--- src/rtl/mac_layer_seq.sv ---
// mac_layer_seq: sequences one fully connected layer through an external
// MAC, then shifts, saturates and hands each neuron result downstream.
`timescale 1ns/1ps
module mac_layer_seq #(
  parameter int IN_W    = 10,
  parameter int NEU_W   = 8,
  parameter int WADDR_W = 17
) (
  input  logic               CLKEXT,
  input  logic               RSTN,
  input  logic               START,
  input  logic [IN_W-1:0]    NUM_IN,
  input  logic [NEU_W-1:0]   NUM_NEU,
  input  logic [3:0]         SHIFT,
  input  logic               RELU_EN,
  output logic [IN_W-1:0]    ADDR_X,
  output logic [WADDR_W-1:0] ADDR_W,
  output logic [NEU_W-1:0]   ADDR_B,
  output logic               MAC_EN,
  output logic               MAC_CLR,
  input  logic [15:0]        MAC_RESULT,
  output logic [7:0]         OUT_DATA,
  output logic [NEU_W-1:0]   OUT_IDX,
  output logic               OUT_VALID,
  input  logic               OUT_READY,
  output logic               BUSY,
  output logic               DONE
);

  typedef enum logic [2:0] {
    IDLE,
    LOAD,
    ACC,
    WAIT,
    OUT
  } state_t;

  state_t state, state_nxt;

  logic [IN_W-1:0]    num_in_q;
  logic [IN_W-1:0]    addr_x_q;
  logic [NEU_W-1:0]   num_neu_q;
  logic [NEU_W-1:0]   neu_q;
  logic [3:0]         shift_q;
  logic               relu_q;
  logic [WADDR_W-1:0] addr_w_q;
  logic [7:0]         data_q;
  logic [NEU_W-1:0]   idx_q;
  logic               done_q;

  logic               last_neu;
  logic               acc_last;
  logic signed [15:0] shifted;
  logic [7:0]         sat;

  assign last_neu = (neu_q + NEU_W'(1)) == num_neu_q;
  // address runs one ahead of MAC_EN, so ACC ends once it reaches NUM_IN
  assign acc_last = addr_x_q == num_in_q;

  always_ff @(posedge CLKEXT or negedge RSTN) begin
    if (!RSTN) begin
      state <= IDLE;
    end else begin
      state <= state_nxt;
    end
  end

  always_comb begin
    state_nxt = state;
    MAC_EN    = 1'b0;
    MAC_CLR   = 1'b0;
    unique case (state)
      IDLE: begin
        if (START && (NUM_NEU != '0)) state_nxt = LOAD;
      end
      LOAD: begin
        MAC_CLR   = 1'b1;
        state_nxt = (num_in_q != '0) ? ACC : WAIT;
      end
      ACC: begin
        MAC_EN = 1'b1;
        if (acc_last) state_nxt = WAIT;
      end
      WAIT: begin
        state_nxt = OUT;
      end
      OUT: begin
        if (OUT_READY) state_nxt = last_neu ? IDLE : LOAD;
      end
      default: begin
        state_nxt = IDLE;
      end
    endcase
  end

  always_ff @(posedge CLKEXT or negedge RSTN) begin
    if (!RSTN) begin
      num_in_q  <= '0;
      num_neu_q <= '0;
      shift_q   <= '0;
      relu_q    <= 1'b0;
      neu_q     <= '0;
      addr_x_q  <= '0;
      addr_w_q  <= '0;
      data_q    <= '0;
      idx_q     <= '0;
      done_q    <= 1'b0;
    end else begin
      done_q <= 1'b0;
      case (state)
        IDLE: begin
          if (START) begin
            num_in_q  <= NUM_IN;
            num_neu_q <= NUM_NEU;
            shift_q   <= SHIFT;
            relu_q    <= RELU_EN;
            neu_q     <= '0;
            addr_x_q  <= '0;
            addr_w_q  <= '0;
            done_q    <= (NUM_NEU == '0);
          end
        end
        LOAD: begin
          if (num_in_q != '0) begin
            addr_x_q <= addr_x_q + IN_W'(1);
            addr_w_q <= addr_w_q + WADDR_W'(1);
          end
        end
        ACC: begin
          if (!acc_last) begin
            addr_x_q <= addr_x_q + IN_W'(1);
            addr_w_q <= addr_w_q + WADDR_W'(1);
          end
        end
        WAIT: begin
          data_q <= sat;
          idx_q  <= neu_q;
        end
        OUT: begin
          if (OUT_READY) begin
            addr_x_q <= '0;
            if (last_neu) done_q <= 1'b1;
            else neu_q <= neu_q + NEU_W'(1);
          end
        end
        default: ;
      endcase
    end
  end

  assign shifted = $signed(MAC_RESULT) >>> shift_q;

  always_comb begin
    sat = shifted[7:0];
    if (relu_q) begin
      if (shifted < 16'sd0) sat = 8'h00;
      else if (shifted > 16'sd255) sat = 8'hFF;
    end else begin
      if (shifted < -16'sd128) sat = 8'h80;
      else if (shifted > 16'sd127) sat = 8'h7F;
    end
  end

  assign ADDR_X    = addr_x_q;
  assign ADDR_W    = addr_w_q;
  assign ADDR_B    = neu_q;
  assign OUT_DATA  = data_q;
  assign OUT_IDX   = idx_q;
  assign OUT_VALID = (state == OUT);
  assign BUSY      = (state != IDLE);
  assign DONE      = done_q;

endmodule
--- config.mk ---
export PLATFORM = sky130hd
export DESIGN_NAME = mac_layer_seq
export DESIGN_NICKNAME = d
export VERILOG_FILES = /design/src/rtl/mac_layer_seq.sv
export SDC_FILE = /design/constraint.sdc
export NUM_CORES = 1
export LEC_CHECK = 0
export ABC_CLOCK_PERIOD_IN_PS = 3400
export CAP_MARGIN = 20
export CORE_AREA = 2 2 132 134
export DETAILED_ROUTE_END_ITERATION = 12
export DIE_AREA = 0 0 134 136
export PLACE_DENSITY = 0.58
export SLEW_MARGIN = 20
export SYNTH_ARGS = -nofsm -noshare
export SYNTH_HDL_FRONTEND = slang
export SYNTH_SLANG_ARGS = --single-unit
--- constraint.sdc ---
create_clock -name CLKEXT -period 3.4 [get_ports CLKEXT]
set_clock_uncertainty 0.05 [all_clocks]
set_input_delay 0.85 -clock CLKEXT [delete_from_list [all_inputs] [get_ports CLKEXT]]
set_output_delay 0.85 -clock CLKEXT [all_outputs]
set_load 0.05 [all_outputs]
## After elaboration in Yosys (flattened, before gate mapping)

Index checks and enable logic that the tools add are counted.

| storage, ports and cells | value |
|---|---|
| bits in latches | 0 |
| output and inout port bits | 56 |
| bits in read-only memories | 0 |
| memories | 0 |
| bits in writable memories | 0 |
| register bits | 78 |

| cells by class | value |
|---|---|
| bitwise gates (word level) | 0 |
| multiplexer cells | 30 |
| shift operators | 1 |
| reductions and logical operators | 14 |
| divide/modulo/power cells | 0 |
| $add $sub $neg | 3 |
| multiply operators | 0 |
| equal/unequal tests | 13 |
| magnitude comparators | 4 |

Operators with widths:

| kind | number |
|---|---|
| two-way mux 8 bit | 8 |
| two-way mux 17 bit | 3 |
| case mux 17 bit (3 select lines) | 1 |
| two-way mux 10 bit | 4 |
| case mux 10 bit (4 select lines) | 1 |
| adder 17 x 1 -> 17 bit (second input constant) | 1 |
| greater-than comparator 16 x 8 -> 1 bit (second input constant) | 1 |
| greater-than comparator 16 x 9 -> 1 bit (second input constant) | 1 |
| less-than comparator 16 x 1 -> 1 bit (second input constant) | 1 |
| less-than comparator 16 x 8 -> 1 bit (second input constant) | 1 |
| case mux 8 bit (2 select lines) | 1 |
| >>> shifter 16 x 4 -> 16 bit | 1 |
| case mux 3 bit (5 select lines) | 1 |
| != test 2 bit (second input constant) | 6 |
| adder 10 x 1 -> 10 bit (second input constant) | 1 |
| == test 10 bit | 1 |
| nonzero test 10 bit | 1 |
| two-way mux 3 bit | 3 |
| adder 8 x 1 -> 8 bit (second input constant) | 1 |
| == test 8 bit | 1 |
| zero test 8 bit | 1 |
| AND reduction 4 bit | 2 |
| nonzero test 8 bit | 1 |
| two-way mux 1 bit | 7 |
| 13 further kinds | 15 |

## Depth between registers and ports, before layout

Gate-level depths: netlist (run 1).

| depth | value |
|---|---|
| word-level depth | 5 |
| mapped depth | 9 |

## Worst setup path after synthesis (run 1)

No wires, ideal clock.

| path | value |
|---|---|
| path type | reg2reg |
| start | register state[0] |
| end | register addr_w_q[16] (netlist: ADDR_W[16]) |
| setup slack | 0.287 ns |
| data required time | 3.271 ns |
| stages on the path, launching flop included | 8 |
| path buffers | 1 |
| clock period less this slack | 3.113 ns |
| data arrival time | 2.984 ns |
| path through | dfrtp_1 clkbuf_1 nor3b_1 nand4_1 nand2b_1 a21oi_1 nand4_1 mux2i_1 |

| between the ends | value |
|---|---|
| longest elaborated chain between the ends | 3 |
| elaborated cells between the ends (all ways) | 9 |
| those cells by class | eq/ne: 5; mux: 1; reduce/logical: 3 |

Ends and longest elaborated chain:

| element | RTL line | source |
|---|---|---|
| start, declared | 38 | `state_t state, state_nxt;` |
| start signal, assigned | 64 | `state <= state_nxt;` |
| == test 3 x 1 -> 1 bit, or another cell as far along | 110 | `case (state)` |
| != test 2 bit (no line) or nonzero test 3 bit (tied branches) | n/a |  |
| AND reduction 4 bit (no line) | n/a |  |
| end signal, assigned | 126 | `addr_w_q <= addr_w_q + WADDR_W'(1);` |
| end signal, assigned | 132 | `addr_w_q <= addr_w_q + WADDR_W'(1);` |
| end, declared | 46 | `logic [WADDR_W-1:0] addr_w_q;` |

Parallel ways exist; a longest one is shown, timed or not.
A chain may end at the register's enable or synchronous reset.

## Worst setup path after layout (run 1)

| path | value |
|---|---|
| start | register state[0] |
| end | output port BUSY |

| between the ends | value |
|---|---|
| longest elaborated chain between the ends | 1 |

Ends and longest elaborated chain:

| element | RTL line | source |
|---|---|---|
| nonzero test 3 bit | 170 | `assign BUSY = (state != IDLE);` |
| end, declared | 26 | `output logic BUSY,` |

Every way passes these cells.

==> results of run 1 <==
layout make-up:
cell class,instances,area (um^2)
well taps,225,282
multi-input cells,423,2850
inverters,12,45.0
clock inverters,6,61.3
fillers,1681,10300
repair buffers,115,1110
flip-flops and latches,78,1950
clock buffers,10,239
logic make-up (layout without fill, tap and decap cells):
logic type	after synthesis	count (layout)	share of synthesized area, %
and+or+nand+nor	236	236	22.4
AOI/OAI and AO/OA	103	103	16.5
DFF	78	78	39.3
muxes	47	47	11.7
buffers and inverters	42	143	3.33
xor gates and xnor gates	34	34	6.00
adders and majority gates	3	3	0.757
layout by cell type (no fill, tap or decap), types with 3 or more instances in the layout:
master / n
sky130_fd_sc_hd__nand2_1: 111
sky130_fd_sc_hd__xnor2_1: 29
sky130_fd_sc_hd__a21boi_0: 5
sky130_fd_sc_hd__buf_4: 17
sky130_fd_sc_hd__nor2b_1: 3
sky130_fd_sc_hd__xor2_1: 5
sky130_fd_sc_hd__nor2_1: 37
sky130_fd_sc_hd__a2111oi_0: 8
sky130_fd_sc_hd__a2bb2oi_1: 6
sky130_fd_sc_hd__ha_1: 3
sky130_fd_sc_hd__nor3_1: 10
sky130_fd_sc_hd__o21ai_0: 10
sky130_fd_sc_hd__mux2i_1: 24
sky130_fd_sc_hd__clkbuf_16: 9
sky130_fd_sc_hd__a211oi_1: 6
sky130_fd_sc_hd__and3_1: 7
sky130_fd_sc_hd__mux4_2: 7
sky130_fd_sc_hd__o311ai_0: 4
sky130_fd_sc_hd__o211ai_1: 8
sky130_fd_sc_hd__o22ai_1: 3
sky130_fd_sc_hd__or2_2: 3
sky130_fd_sc_hd__nand2b_1: 17
sky130_fd_sc_hd__nand3_1: 12
sky130_fd_sc_hd__clkdlybuf4s50_1: 96
sky130_fd_sc_hd__dfrtp_1: 78
sky130_fd_sc_hd__a221o_1: 5
sky130_fd_sc_hd__clkinv_2: 3
sky130_fd_sc_hd__inv_1: 12
sky130_fd_sc_hd__nand4_1: 12
sky130_fd_sc_hd__nor4_1: 8
sky130_fd_sc_hd__a21oi_1: 17
sky130_fd_sc_hd__mux2_2: 15
report_power, final:
group / leakage (nW) / switching (mW) / internal [mW]
Combinational: 1.57 / 1.51 / 1.09
Sequential: 1.03 / 0.426 / 1.17
Clock: 0.148 / 0.396 / 0.586
Total: 2.75 / 2.33 / 2.85
per-stage QoR:
stage / std cells / instance area [um^2] / hold slack (ns)
after global placement: 853 / 6230 / 0.417
after detailed placement: 853 / 6230 / 0.434
after floorplan: 543 / 4960 / 0.415
after global routing: 869 / 6540 / 0.467
after CTS: 869 / 6530 / 0.447
final: 869 / 6540 / 0.441
sequential cells by signal, indices dropped and copies added, names as in the netlist:
register / flops
ADDR_X: 10
OUT_IDX: 8
DONE: 1
state: 3
num_in_q: 10
ADDR_W: 17
ADDR_B: 8
OUT_DATA: 8
relu_q: 1
num_neu_q: 8
shift_q: 4
layer usage:
layer	track usage [%]	share of wire, %	up-vias
met3	4.10	4.4	20
li1	-	-	2167
met2	26.1	47	120
met4	4.31	1.6	0
met5	0	0	-
met1	21.0	47	2221
worst max-delay path by stage:
stage,slack (ns),to,startpoint
2_1_floorplan,0.29,ADDR_W[16],state[0]
3_3_place_gp,0.22,OUT_DATA[5],MAC_RESULT[14]
3_5_place_dp,0.14,OUT_DATA[3],MAC_RESULT[12]
4_1_cts,0.13,OUT_VALID,state[0]
5_1_grt,0.13,BUSY,state[0]
6_report,0.30,BUSY,state[0]
worst max-delay path: stages, from the launching register on:
cell and delay [ns]:
sky130_fd_sc_hd__dfrtp_1 0.48, sky130_fd_sc_hd__nor2_1 0.27, sky130_fd_sc_hd__inv_1 0.16, sky130_fd_sc_hd__nor2_1 0.18, sky130_fd_sc_hd__inv_1 0.06, sky130_fd_sc_hd__clkdlybuf4s50_1 0.70
==> run_results.csv, run 1 <==
group,metric,value,unit
timing,drv_slew,0,
power_and_ir_drop,power.ir.vdd_worst,0.423,mV
floorplan,num_rows,48,
power_and_ir_drop,pwr_density_cell,792,mW/mm^2
job,maxCapViolations,0,
synthesis,synth_top_cells_by_count,"sky130_fd_sc_hd__nand2_1, sky130_fd_sc_hd__dfrtp_1, sky130_fd_sc_hd__nor2_1",
power_and_ir_drop,total_leakage_power,2.75,nW
synthesis,ys_types,70,
cts,cts_tree,"built",
grt,grtUsageTotal,16.0,%
grt,grt_remaining_overflow,0,
grt,grt_antenna_before_repair,0,
timing,rsz0062_at_grt,"no",
cts,root_buffer_cell,"sky130_fd_sc_hd__clkbuf_16",
floorplan,initial_core_util,29.4,%
final_layout,design.final.nets,685,
status,run_status,"finished, final reports clean",
synthesis,post-synth-top-area-cell,"sky130_fd_sc_hd__dfrtp_1",
synthesis,synth.top_cell.area_share,39.3,%
worst_hold_path,whs_path_depth,2,
synthesis,synth-seq-cells,78,
route,vias_per_cell,5.21,
synthesis,syn_area_per_cell,9.14,um^2
timing,fin_setup_tns,0,ns
floorplan,die_w,134,um
setup_path,setup.reg_to_reg.worst_slack,0.47,ns
timing,relSlewSlack,41.9,%
setup_path,setup.worst_path.start_class,"flop",
floorplan,floorplan.die.height,136,um
timing,timing.final.hold_violations,0,
placed_design,pre_cts_ws,0.138,ns
setup_path,critical_path_class,"flop to output pin",
setup_path,critical_path_required,2.50,ns
timing,timing.fmax,323,MHz
final_layout,syn2layout_area_growth,31.8,%
worst_hold_path,worst_hold_path_class,"flop to flop",
route,residual_drc_count,0,
setup_path,crit-reg2reg-launch,"shift_q[0]",
floorplan,core_area,0.0169,mm^2
timing,setup-violations-final,0,
power_and_ir_drop,design_power_total,5.18,mW
setup_path,cp_data_arrival_time,2.20,ns
synthesis,post-synth-top-count-cell,"sky130_fd_sc_hd__nand2_1",
route,dr_total_vias,4528,
cts,max_clock_buf_depth,2,
timing,worstMarginPinSlew,0.871,ns
worst_hold_path,worst_hold_startpoint,"OUT_IDX[4]",
synthesis,synth-main-ff-cell,"sky130_fd_sc_hd__dfrtp_1",
placed_design,gp_congestion,0.883,
setup_path,worstRegToRegCells,6,
synthesis,mappedNetlistNets,589,
cts,worst_setup_hold_path_clk_slew,0.06,ns
placed_design,post_dp_hpwl,10300,um
final_layout,layout-drive-gt1-share,11.0,%
route,postRouteAntennaNets,0,
setup_path,worst_r2r_endpoint,"OUT_DATA[3]",
synthesis,syn_area,0.00496,mm^2
final_layout,finalCoreUtilization,38.8,%
route,detailed_route_wl,14000,um
cts,worstSkewPairLatency,0.35,ns
synthesis,synth_edf_count,0,
synthesis,ys_async_sr_fraction,100,%
final_layout,num_antenna_cells,0,
cts,htree_num_levels,3,
synthesis,synth_warnings,0,
route,drt-pass1-iter-count,5,
grt,grt_start_max_net_pins,79,
synthesis,leading_cell_types_by_total_area_after_synthesis,"sky130_fd_sc_hd__dfrtp_1, sky130_fd_sc_hd__nand2_1, sky130_fd_sc_hd__xnor2_1",
grt,first_global_vias,4571,
synthesis,part_of_the_yosys_area_used_for_sequential_elements,39.3,%
timing,layout_setup_ws,0.300,ns
cts,post_cts_resized,0,
timing,period_minus_slack,3.10,ns
cts,cts_setup_buffers,0,
setup_path,cp-end-kind,"output pin",
route,wl_per_cell,16.1,um
placed_design,buffer_ports.inserted,98,
grt,grt_pass1_wl,23400,um
timing,share_of_the_clock_period_used_by_the_worst_path,91.2,%
cts,cts-buffers-inserted,9,
synthesis,post_synth_inst_count,543,
setup_path,worstPathMaxFanout,9,
floorplan,area_enclosed_by_the_die_boundary,0.0182,mm^2
worst_hold_path,hold-path-endpoint,"OUT_IDX[4]",
cts,hold_buffers,0,
floorplan,boundaryPins,99,
cts,numClockSinks,78,
route,first_iter_violations,289,
(Power assumes the default switching activity.)
==> inputs of run 2 (changes only) <==
SLEW_MARGIN = unset   (was 20)
==> run 2 against run 1 <==
  * Core utilization grew 0.14 points
  * Power about the same
  * Largest power group unchanged
  * Highest routed layer unchanged
  * Maximum frequency is 0.15% higher
  * Sequential share of layout area fell by 0.11 points
  * Largest cell class unchanged
  * Count of clock-buffer cells in the layout did not move
==> run_results.csv, run 2 (same netlist as run 1, synthesis figures left out) <==
group,metric,value,unit
floorplan,core_area,0.0169,mm^2
setup_path,cp-end-kind,"output pin",
route,vias_per_cell,5.19,
floorplan,floorplan.die.height,136,um
final_layout,syn2layout_area_growth,32.3,%
placed_design,buffer_ports.inserted,98,
final_layout,largest_register_ffs,17,
final_layout,multiInputGateArea,0.00285,mm^2
cts,worst_setup_hold_path_clk_slew,0.06,ns
grt,first_global_vias,4571,
grt,grt_remaining_overflow,0,
cts,max_clock_buf_depth,2,
grt,grtUsageTotal,16.0,%
route,first_iter_violations,343,
timing,worstMarginPinSlew,0.875,ns
route,residual_drc_count,0,
job,maxCapViolations,0,
cts,cts_setup_buffers,0,
cts,hold_buffers,0,
route,drt-pass1-iter-count,4,
cts,cts-buffers-inserted,9,
setup_path,critical_path_required,2.50,ns
placed_design,gp_congestion,0.883,
grt,grt_pass1_wl,23400,um
setup_path,timing.critical_path.cells,"nor2_1, inv_1, nor2_1, inv_1, clkdlybuf4s50_1",
cts,numClockSinks,78,
setup_path,setup.worst_path.start_class,"flop",
route,wl_per_cell,16.1,um
floorplan,area_enclosed_by_the_die_boundary,0.0182,mm^2
final_layout,final_common_cell,"sky130_fd_sc_hd__nand2_1",
setup_path,critical_path_class,"flop to output pin",
power_and_ir_drop,design_power_total,5.18,mW
timing,setup-violations-final,0,
setup_path,crit_slowest_cell,"sky130_fd_sc_hd__clkdlybuf4s50_1",
setup_path,cp_slowest_stage_delay,0.70,ns
timing,period_minus_slack,3.10,ns
timing,share_of_the_clock_period_used_by_the_worst_path,91.0,%
final_layout,design.final.nets,686,
final_layout,nFillCells,1677,
status,run_status,"finished, final reports clean",
floorplan,boundaryPins,99,
route,detailed_route_wl,14000,um
floorplan,num_rows,48,
route,dr_total_vias,4512,
final_layout,most_used_cells_in_the_layout_excluding_fill_and_tap_cells,"sky130_fd_sc_hd__nand2_1, sky130_fd_sc_hd__clkdlybuf4s50_1, sky130_fd_sc_hd__dfrtp_1",
timing,rsz0062_at_grt,"no",
cts,worstSkewPairLatency,0.35,ns
power_and_ir_drop,pwr_density_cell,790,mW/mm^2
final_layout,sequential_cell_area,0.00195,mm^2
worst_hold_path,worst_hold_path_class,"primary input to asynchronous set/reset pin",
placed_design,post_dp_hpwl,10300,um
grt,grt_antenna_before_repair,0,
timing,timing.final.hold_violations,0,
final_layout,layout-drive-gt1-share,11.2,%
timing,drv_slew,0,
cts,post_cts_resized,0,
timing,fin_setup_tns,0,ns
timing,relSlewSlack,41.6,%
setup_path,worstPathMaxFanout,9,
final_layout,num_antenna_cells,0,
cts,cts_tree,"built",
timing,timing.fmax,323,MHz
floorplan,initial_core_util,29.4,%
floorplan,die_w,134,um
grt,grt_start_max_net_pins,79,
setup_path,cp_data_arrival_time,2.20,ns
cts,htree_num_levels,3,
cts,root_buffer_cell,"sky130_fd_sc_hd__clkbuf_16",
timing,hold-worst-slack,0.387,ns
power_and_ir_drop,total_leakage_power,2.76,nW
power_and_ir_drop,power.ir.vdd_worst,0.423,mV
route,postRouteAntennaNets,0,
==> run 2: changes by cell type in the layout (fill, tap and decap cells not counted), sizes merged <==
cell and change:
buf +1
==> run 2: routing by layer <==
layer  up-vias  global-route usage (%)  wire, um
met1      2192                    21.0      6510
met3        17                    4.10       716
li1       2171                       -         -
met2       132                    26.1      6570
met5         -                       0         0
met4         0                    4.31       179
==> run 2: final timing paths <==
kind	to	slack [ns]	start	cells past startpoint
min	OUT_DATA[3]	0.39	RSTN	1
min reg2reg	OUT_IDX[4]	0.44	OUT_IDX[4]	2
min in group CLKEXT	OUT_IDX[4]	0.44	OUT_IDX[4]	2
max in group asynchronous	DONE	2.32	RSTN	2
max reg2reg	OUT_DATA[3]	0.47	shift_q[0]	6
max	BUSY	0.30	state[0]	5
==> run 2: through the flow <==
stage	worst slack [ns]	area (um^2)	util, %	cells
6_report	0.305	6560	38.9	870
2_1_floorplan	0.287	4960	-	543
4_1_cts	0.132	6530	38.7	869
3_3_place_gp	0.218	6230	36.9	853
5_1_grt	0.130	6560	38.9	870
3_5_place_dp	0.138	6230	36.9	853
==> run 2: cell type report <==
type,instances,area share (%)
Multi-Input combinational cell,423,43.4
Timing Repair Buffer,116,17.3
Clock buffer,10,3.64
Sequential cell,78,29.7
Inverter,12,0.686
Tap cell,225,4.29
Clock inverter,6,0.934
==> run 2: where the power goes <==
part,internal [mW],leakage [nW],switching (mW)
Clock,0.586,0.148,0.393
Sequential,1.17,1.03,0.426
Combinational,1.10,1.58,1.51
==> run 2: worst max-delay path: cells and delay by family, from the launching register on <==
kind | cells | cell delay [ns]
buffers and inverters | 3 | 0.92
AND/OR/NAND/NOR | 2 | 0.46
flip-flops | 1 | 0.48
==> inputs of run 3 (changes only) <==
CAP_MARGIN = 10   (was 20)
CORE_AREA = 2 2 101 103   (was 2 2 132 134)
DIE_AREA = 0 0 103 105   (was 0 0 134 136)
PLACE_DENSITY = 0.86   (was 0.58)
==> run 3 against run 2 <==
  * Clock power shrank 22%
  * Critical endpoint is now OUT_VALID
  * Non-clock buffer count is the same
  * Die area shrank 41%
  * Final cell count shrank 11%
  * Core utilization grew 27 points
  * Maximum frequency shrank 3.9%
  * Register-to-register slack gained 0.02 ns
  * First-iteration DRC count shrank 32%
  * Wire length shrank 11%
  * Sequential cell count is the same
  * Sequential power shrank 3%
==> run_results.csv, run 3 (same netlist as run 1, synthesis figures left out) <==
group,metric,value,unit
final_layout,num_antenna_cells,0,
setup_path,cp-end-kind,"output pin",
timing,rsz0062_at_grt,"no",
route,first_iter_violations,234,
floorplan,floorplan.die.height,105,um
cts,hold_buffers,0,
timing,fin_setup_tns,0,ns
setup_path,path_buf_inv,2,
power_and_ir_drop,power.ir.vdd_worst,0.557,mV
setup_path,cp_data_arrival_time,2.32,ns
final_layout,syn2layout_area_growth,27.8,%
grt,first_global_vias,4229,
cts,post_cts_resized,0,
power_and_ir_drop,total_leakage_power,2.69,nW
setup_path,crit_slowest_cell,"sky130_fd_sc_hd__clkdlybuf4s50_1",
grt,grt_start_max_net_pins,79,
setup_path,cpLargestDelayFamily,"buffers and inverters",
setup_path,critical_path_required,2.50,ns
route,postRouteAntennaNets,0,
cts,cts_setup_buffers,0,
final_layout,design.final.nets,686,
status,run_status,"finished, final reports clean",
route,detailed_route_wl,12400,um
route,wl_per_cell,15.9,um
setup_path,setup.worst_path.start_class,"flop",
timing,timing.final.hold_violations,0,
grt,grt_antenna_before_repair,0,
final_layout,largest_register_ffs,17,
placed_design,post_dp_hpwl,9100,um
power_and_ir_drop,pwr_density_cell,779,mW/mm^2
timing,timing.fmax,311,MHz
grt,grtUsageTotal,23.8,%
cts,htree_num_levels,3,
setup_path,timing.critical_path.cells,"nor2_1, nand2_1, inv_1, clkdlybuf4s50_1",
cts,worstSkewPairLatency,0.35,ns
timing,setup-violations-final,0,
final_layout,final_common_cell,"sky130_fd_sc_hd__nand2_1",
cts,max_clock_buf_depth,2,
route,drt-pass1-iter-count,4,
cts,numClockSinks,78,
power_and_ir_drop,design_power_total,4.94,mW
timing,drv_slew,0,
route,vias_per_cell,5.79,
final_layout,nFillCells,803,
timing,worstMarginPinSlew,0.962,ns
final_layout,most_used_cells_in_the_layout_excluding_fill_and_tap_cells,"sky130_fd_sc_hd__nand2_1, sky130_fd_sc_hd__clkdlybuf4s50_1, sky130_fd_sc_hd__dfrtp_1",
setup_path,worstPathMaxFanout,9,
final_layout,post_layout_nonfiller_instances,778,
worst_hold_path,worst_hold_path_class,"flop to flop",
floorplan,die_w,103,um
timing,period_minus_slack,3.22,ns
setup_path,cp_slowest_stage_delay,0.85,ns
floorplan,num_rows,36,
floorplan,area_enclosed_by_the_die_boundary,0.0108,mm^2
placed_design,numPlacedInstances,762,
floorplan,boundaryPins,99,
floorplan,initial_core_util,51.5,%
grt,grt_pass1_wl,20700,um
placed_design,buffer_ports.inserted,98,
job,maxCapViolations,0,
cts,worst_setup_hold_path_clk_slew,0.08,ns
cts,root_buffer_cell,"sky130_fd_sc_hd__clkbuf_8",
timing,layout_setup_ws,0.181,ns
grt,grt_remaining_overflow,0,
setup_path,setup.reg_to_reg.worst_slack,0.49,ns
timing,relSlewSlack,35.9,%
cts,cts-buffers-inserted,9,
cts,cts_tree,"built",
floorplan,core_area,0.00964,mm^2
placed_design,gp_congestion,0.915,
route,residual_drc_count,0,
placed_design,pre_cts_ws,0.104,ns
final_layout,layout-drive-gt1-share,10.9,%
route,dr_total_vias,4505,
setup_path,critical_path_class,"flop to output pin",
timing,share_of_the_clock_period_used_by_the_worst_path,94.7,%
==> run 3: path summary, 6_finish.rpt <==
path,from,depth (start not counted),to
max,state[1],4,OUT_VALID
min,OUT_IDX[1],2,OUT_IDX[1]
max reg2reg,shift_q[0],6,OUT_DATA[0]
min reg2reg,OUT_IDX[1],2,OUT_IDX[1]
max in group asynchronous,RSTN,1,ADDR_B[2]
min in group asynchronous,RSTN,1,ADDR_X[7]
==> run 3: final cells by class <==
| class | instances | area (um^2) | area share, % |
|---|---|---|---|
| Timing Repair Buffer | 116 | 1110 | 17.6 |
| Clock buffer | 11 | 131 | 2.07 |
| Tap cell | 133 | 166 | 2.62 |
| Inverter | 12 | 45.0 | 0.710 |
| Multi-Input combinational cell | 423 | 2850 | 44.9 |
| Clock inverter | 5 | 82.6 | 1.30 |
| Sequential cell | 78 | 1950 | 30.8 |
==> run 3: layer usage <==
layer	up-vias	global-route usage [%]	share of wire (%)
met5	-	0	0
met4	0	6.30	1.6
met3	18	3.34	4.2
met2	131	39.1	50
met1	2192	32.6	45
li1	2164	-	-
==> run 3: metrics by stage <==
step	util (%)	hold slack (ns)	area (um^2)
floorplan	-	0.415	4960
global placement	63.6	0.419	6130
detailed placement	63.6	0.426	6130
CTS	65.8	0.446	6340
global route	65.8	0.475	6340
finish	65.8	0.442	6340
==> run 3: power by group <==
part	internal, mW	switching (mW)	total, mW
sequential	1.17	0.391	1.56
clock	0.417	0.345	0.762
combinational	1.09	1.52	2.62
total	2.68	2.26	4.94
==> run 3: worst register-to-register path, stage by stage (launching register included) <==
cell and delay (ns):
sky130_fd_sc_hd__dfrtp_1 0.88, sky130_fd_sc_hd__mux2i_1 0.33, sky130_fd_sc_hd__mux4_2 0.57, sky130_fd_sc_hd__nor3_1 0.16, sky130_fd_sc_hd__a41oi_1 0.21, sky130_fd_sc_hd__a21oi_1 0.45
sky130_fd_sc_hd__a221o_1 0.22
